## config.mk

```make
export PLATFORM = sky130hd
export DESIGN_NAME = regfile_scoreboard
export DESIGN_NICKNAME = d
export VERILOG_FILES = /design/src/rtl/regfile_pkg.sv /design/src/rtl/rf_scoreboard.sv /design/src/rtl/regfile_scoreboard.sv
export SDC_FILE = /design/constraint.sdc
export NUM_CORES = 2
export LEC_CHECK = 0
export BUFFER_PORTS_ARGS = -buffer_cell sky130_fd_sc_hd__buf_2
export CAP_MARGIN = 20
export CORE_ASPECT_RATIO = 1.4
export CORE_MARGIN = 4
export CORE_UTILIZATION = 45
export DETAILED_ROUTE_END_ITERATION = 8
export MAX_ROUTING_LAYER = met4
export SLEW_MARGIN = 30
export SYNTH_ARGS = -nofsm -noshare
export SYNTH_HDL_FRONTEND = slang
export SYNTH_SLANG_ARGS = --single-unit
```

## constraint.sdc

```tcl
create_clock -name clk -period 3.9 [get_ports clk]
set_clock_uncertainty 0.1 [all_clocks]
set_input_delay 0.78 -clock clk [delete_from_list [all_inputs] [get_ports clk]]
set_output_delay 0.78 -clock clk [all_outputs]
set_load 0.03 [all_outputs]
```

## src/rtl/regfile_pkg.sv

```systemverilog
// Shared defaults and types for the register file / scoreboard slice.
package regfile_pkg;

  localparam int XLEN_DEF  = 32;
  localparam int NREGS_DEF = 32;

  typedef logic [$clog2(NREGS_DEF)-1:0] reg_addr_t;

  localparam reg_addr_t ZERO_REG = '0;

endpackage

```

## src/rtl/rf_scoreboard.sv

```systemverilog
// Busy-bit scoreboard: one bit per register, set at issue, cleared at writeback.
// A same-edge issue beats the clear so a newer producer is never lost.
module rf_scoreboard
  import regfile_pkg::*;
#(
  parameter  int NREGS = NREGS_DEF,
  localparam int AW    = $clog2(NREGS)
) (
  input  logic             clk,
  input  logic             rst,
  input  logic             issue_we,
  input  logic [AW-1:0]    issue_addr,
  input  logic             wb_we,
  input  logic [AW-1:0]    wb_addr,
  output logic [NREGS-1:0] busy_vec
);

  // r0 has no flop at all, so it can never read as busy
  logic [NREGS-1:1] busy_reg;

  for (genvar gi = 1; gi < NREGS; gi++) begin : g_busy
    always_ff @(posedge clk or negedge rst) begin
      if (!rst) begin
        busy_reg[gi] <= 1'b0;
      end else if (issue_we && issue_addr == AW'(gi)) begin
        busy_reg[gi] <= 1'b1;
      end else if (wb_we && wb_addr == AW'(gi)) begin
        busy_reg[gi] <= 1'b0;
      end
    end
  end

  assign busy_vec = {busy_reg, 1'b0};

endmodule

```

## src/rtl/regfile_scoreboard.sv

```systemverilog
// NRD-read / 1-write register file with writeback bypass, hardwired r0 and busy scoreboard.
// Optional: define REGFILE_STALL_CNT_EN to add stall_cnt_o, a saturating stall-cycle counter.
module regfile_scoreboard
  import regfile_pkg::*;
#(
  parameter  int XLEN  = XLEN_DEF,
  parameter  int NREGS = NREGS_DEF,
  parameter  int NRD   = 2,
  localparam int AW    = $clog2(NREGS)
) (
  input  logic [0:0]          clk,
  input  logic                rst,
  input  logic [NRD-1:0]      rd_en_i,
  input  logic [NRD*AW-1:0]   rd_addr_i,
  output logic [NRD*XLEN-1:0] rd_data_o,
  output logic [NRD-1:0]      rd_busy_o,
  output logic                stall_o,
  input  logic                issue_we_i,
  input  logic [AW-1:0]       issue_addr_i,
  input  logic                wb_we_i,
  input  logic [AW-1:0]       wb_addr_i,
  input  logic [XLEN-1:0]     wb_data_i,
  output logic [NREGS-1:0]    busy_vec_o
`ifdef REGFILE_STALL_CNT_EN
  ,
  output logic [31:0]         stall_cnt_o
`endif
);

  logic [XLEN-1:0]  regs_reg [NREGS];
  logic [NREGS-1:0] busy_vec;

  // r0 is cleared at reset and never written, so indexing it always yields 0
  always_ff @(posedge clk or negedge rst) begin
    if (!rst) begin
      for (int k = 0; k < NREGS; k++) begin
        regs_reg[k] <= '0;
      end
    end else if (wb_we_i && wb_addr_i != AW'(ZERO_REG)) begin
      regs_reg[wb_addr_i] <= wb_data_i;
    end
  end

  rf_scoreboard #(
    .NREGS (NREGS)
  ) u_scoreboard (
    .clk        (clk),
    .rst        (rst),
    .issue_we   (issue_we_i),
    .issue_addr (issue_addr_i),
    .wb_we      (wb_we_i),
    .wb_addr    (wb_addr_i),
    .busy_vec   (busy_vec)
  );

  for (genvar gi = 0; gi < NRD; gi++) begin : g_rd
    logic [AW-1:0] addr;
    logic          wb_hit;

    assign addr   = rd_addr_i[gi*AW +: AW];
    assign wb_hit = wb_we_i && (wb_addr_i == addr);
    // A matching writeback both forwards its data and releases the stall
    assign rd_data_o[gi*XLEN +: XLEN] = (wb_hit && addr != AW'(ZERO_REG)) ? wb_data_i
                                                                          : regs_reg[addr];
    assign rd_busy_o[gi] = rd_en_i[gi] && busy_vec[addr] && !wb_hit;
  end

  assign stall_o    = |rd_busy_o;
  assign busy_vec_o = busy_vec;

`ifdef REGFILE_STALL_CNT_EN
  logic [31:0] stall_cnt_reg;

  always_ff @(posedge clk or negedge rst) begin
    if (!rst) begin
      stall_cnt_reg <= '0;
    end else if (stall_o && stall_cnt_reg != 32'hFFFF_FFFF) begin
      stall_cnt_reg <= stall_cnt_reg + 32'd1;
    end
  end

  assign stall_cnt_o = stall_cnt_reg;
`else
  // stall counter not built in this configuration
`endif

endmodule

```

==> reports/qor.yml <==
place:
  place_ws_ps: -199.5
  dp_cells: 5511
  gp_congestion: 0.8689
  dp.final_hpwl_mm: 116.6
  port_buffers: 155
route:
  dr.first_iter.drc_count: 3160
  num_vias: 37710
  avgViaCountPerCell: 6.588
  ant_nets: 0
  wl_mm: 189.2
  detail_route.wl_per_cell_um: 33.05
  dr.pass1.iters: 5
  drc_errors: 0
synthesis:
  ys_top_cells_by_count: "dfrtp_1 (1,055), mux2_2 (1,003), mux4_2 (454), clkbuf_1 (228), buf_2 (135)"
  netlist_area_mm2: 0.05637
  synth_ff_type: "dfrtp_1"
  avgSynthCellArea_um2: 14.58
  synthArstFlopShare_pct: 100.0
  synth_seq_cells: 1055
  synth_cell_types: 56
  yosys.area.top_type_share_pct: 46.83
  syn_inst: 3866
  synth.area.top_cells: "dfrtp_1 (47%), mux2_2 (20%), mux4_2 (18%)"
  yosysWarnings: 0
  synth_seq_area_share_pct: 46.83
  synth_edf_count: 0
  yosys.area.top_type: "dfrtp_1"
  synth_nets: 3924
  yosysMostFrequentCell: "dfrtp_1"
sta:
  setup_viol: 0
  worstMarginPinSlew_ps: 950.7
  fmax_mhz: 261.1
  grt_setup_unrepaired: "true"
  max_slew_margin_pct: 36.62
  min_period_over_period_pct: 98.21
  setup_ws_ps: 69.91
  whs_ps: 252.4
  hold_viol: 0
  report.final.slew_viol_count: 0
  period_needed_ps: 3830
power:
  irDropWorstVdd_uv: 372.3
  p_per_area_mw_per_mm2: 507.7
  p_leak_nw: 28.13
global_routing:
  first_global_vias: 39340
  antenna_found_initial: 7
  grt_busiest_layer: "met2"
  grt_use_met1_pct: 35.32
  grt_pass1_wl_mm: 275.3
  grt_max_degree: 103
  grt_use_total_pct: 29.65
  met3_usage_pct: 4.271
  grtUsageMet2_pct: 49.50
  grt.overflow.total: 0
critical_path:
  cpPeakStageDelay_ps: 620
  crit_required_ps: 3020
  endpoint_kind: "output port"
  crit_path_frequent_cell: "buf_2"
  slowest_stage: "or4_1"
  start_kind: "primary input"
  critical_path_class: "primary input to output port"
  worstReg2RegStart: "u_scoreboard.busy_vec[2]$_DFFE_PN0P_"
  cp_max_fo: 31
  crit_chain: "buf_2 -> nand3b_1 -> buf_12 -> o22ai_1 -> or4_1 -> o21ai_0 -> buf_4 -> buf_2"
  r2r_end: "u_scoreboard.busy_vec[2]$_DFFE_PN0P_"
  ff2ff_setup_slack_ps: 2980
  reg2reg_depth: 1
  cp_data_arrival_time_ps: 2950
cts:
  clk_latency_ps: 730
  tritoncts: "yes"
  cts_root_buf: "clkbuf_16"
  postCtsSetupBuffers: 0
  cts_buffers: 108
  cts_max_path_buffers: 3
  h-tree-depth: 3
  path_clk_slew_ps: 60
  clock_sinks: 1055
layout:
  nets: 4054
  fin_util_pct: 52.13
  area_growth_pct: 14.88
  layoutNonFillerInstCount: 5724
  largest_reg_flops: 1024
  final_layout_size_suffix_gt1_share_pct: 52.99
die:
  io_pins: 157
  rows: 153
  die_width_um: 307.1
  dieArea_mm2: 0.1311
  core-area_mm2: 0.1242
  fp.dieH_um: 426.8
  initial_core_util_pct: 45.37
min_path:
  hold_path_depth: 2
  holdPathEnd: "u_scoreboard.busy_vec[3]$_DFFE_PN0P_"
  hp-start: "issue_addr_i[3]"
  hold_class: "primary input to register"
run_status:
  status: "finished, final reports clean"
job:
  drv_cap: 0
-- placed cells by master (no fill, tap or decap), drive strengths merged, types with 3 or more instances in the layout --
| cell type | n |
|---|---|
| a2111oi | 3 |
| a211oi | 4 |
| a21oi | 12 |
| a221o | 21 |
| a221oi | 61 |
| a22o | 9 |
| a311o | 30 |
| a311oi | 3 |
| a32o | 3 |
| buf | 472 |
| bufinv | 16 |
| clkbuf | 151 |
| clkinv | 32 |
| dfrtp | 1055 |
| diode | 6 |
| inv | 22 |
| mux2 | 1003 |
| mux2i | 124 |
| mux4 | 465 |
| nand2 | 85 |
| nand2b | 10 |
| nand3 | 11 |
| nand3b | 3 |
| nand4 | 6 |
| nor2 | 120 |
| nor2b | 9 |
| nor3 | 9 |
| nor4 | 3 |
| o21ai | 124 |
| o22ai | 129 |
| o31a | 30 |
| o31ai | 4 |
| o32ai | 3 |
| or4 | 31 |
| xnor2 | 10 |
-- critical path: cells and delay by family --
kind,cells,cell delay [ps]
simple gates,2,820
buf+inv,4,940
compound gates,2,350
-- kinds of logic (layout without fill, tap and decap cells) --
kind of cell	Yosys count	count (layout)	synth area share [%]
AOI/OAI and AO/OA	441	441	5.500
and+or+nand+nor	296	296	2.466
muxes	1592	1592	40.89
buffers and inverters	471	696	4.151
DFF	1055	1055	46.83
other	1	7	0.006652
xor gates and xnor gates	10	10	0.1554
-- worst max-delay path by stage --
stage | from | endpoint | slack, ps | depth (start not counted)
after floorplan | rd_addr_i[1] | stall_o | 200 | 9
after global placement | rd_addr_i[7] | rd_data_o[35] | -200 | 10
after detailed placement | rd_addr_i[7] | rd_data_o[35] | -200 | 10
after CTS | rd_addr_i[0] | rd_data_o[13] | 4 | 8
after global routing | rd_addr_i[5] | rd_data_o[40] | -2 | 9
final | rd_addr_i[2] | rd_data_o[5] | 70 | 8
-- layer usage --
| layer | part of all wire [%] | vias up |
|---|---|---|
| met5 | 0 | - |
| li1 | - | 15270 |
| met4 | 6.1 | 0 |
| met2 | 50 | 1484 |
| met3 | 5.7 | 561 |
| met1 | 38 | 20390 |
-- cell type report --
| class | count | area, µm² |
|---|---|---|
| fill | 10390 | 59480 |
| multi-input combinational | 2340 | 27940 |
| sequential | 1055 | 26400 |
| timing repair buffer | 474 | 4481 |
| clock buffer | 150 | 3052 |
| tap | 1627 | 2036 |
| clock inverter | 55 | 777.0 |
| inverter | 17 | 66.31 |
| antenna | 6 | 15.01 |
-- through the flow --
| stage | cell area (µm²) | setup TNS, ps | total power, mW |
|---|---|---|---|
| finish | 64760 | 0 | 32.88 |
| global route | 64760 | -3.224 | 34.19 |
| CTS | 64660 | 0 | 33.02 |
| detailed placement | 60810 | -877.2 | 21.77 |
| global placement | 60760 | -1018 | 21.51 |
| floorplan | 56370 | 0 | 19.39 |
-- where the power goes --
group | leakage [nW] | internal, mW | switching [mW]
Sequential | 13.5 | 13.0 | 1.62
Combinational | 12.7 | 4.03 | 2.96
Clock | 1.89 | 6.56 | 4.66
Total | 28.1 | 23.6 | 9.24
-- timing repair --
item	in CTS	in global routing
gates resized for setup	10	20
endpoints found under the setup margin	9	16
endpoints found under the hold margin	32	0
hold buffers	1	0
gates cloned	0	1
Power figures use the tool's default switching activity.
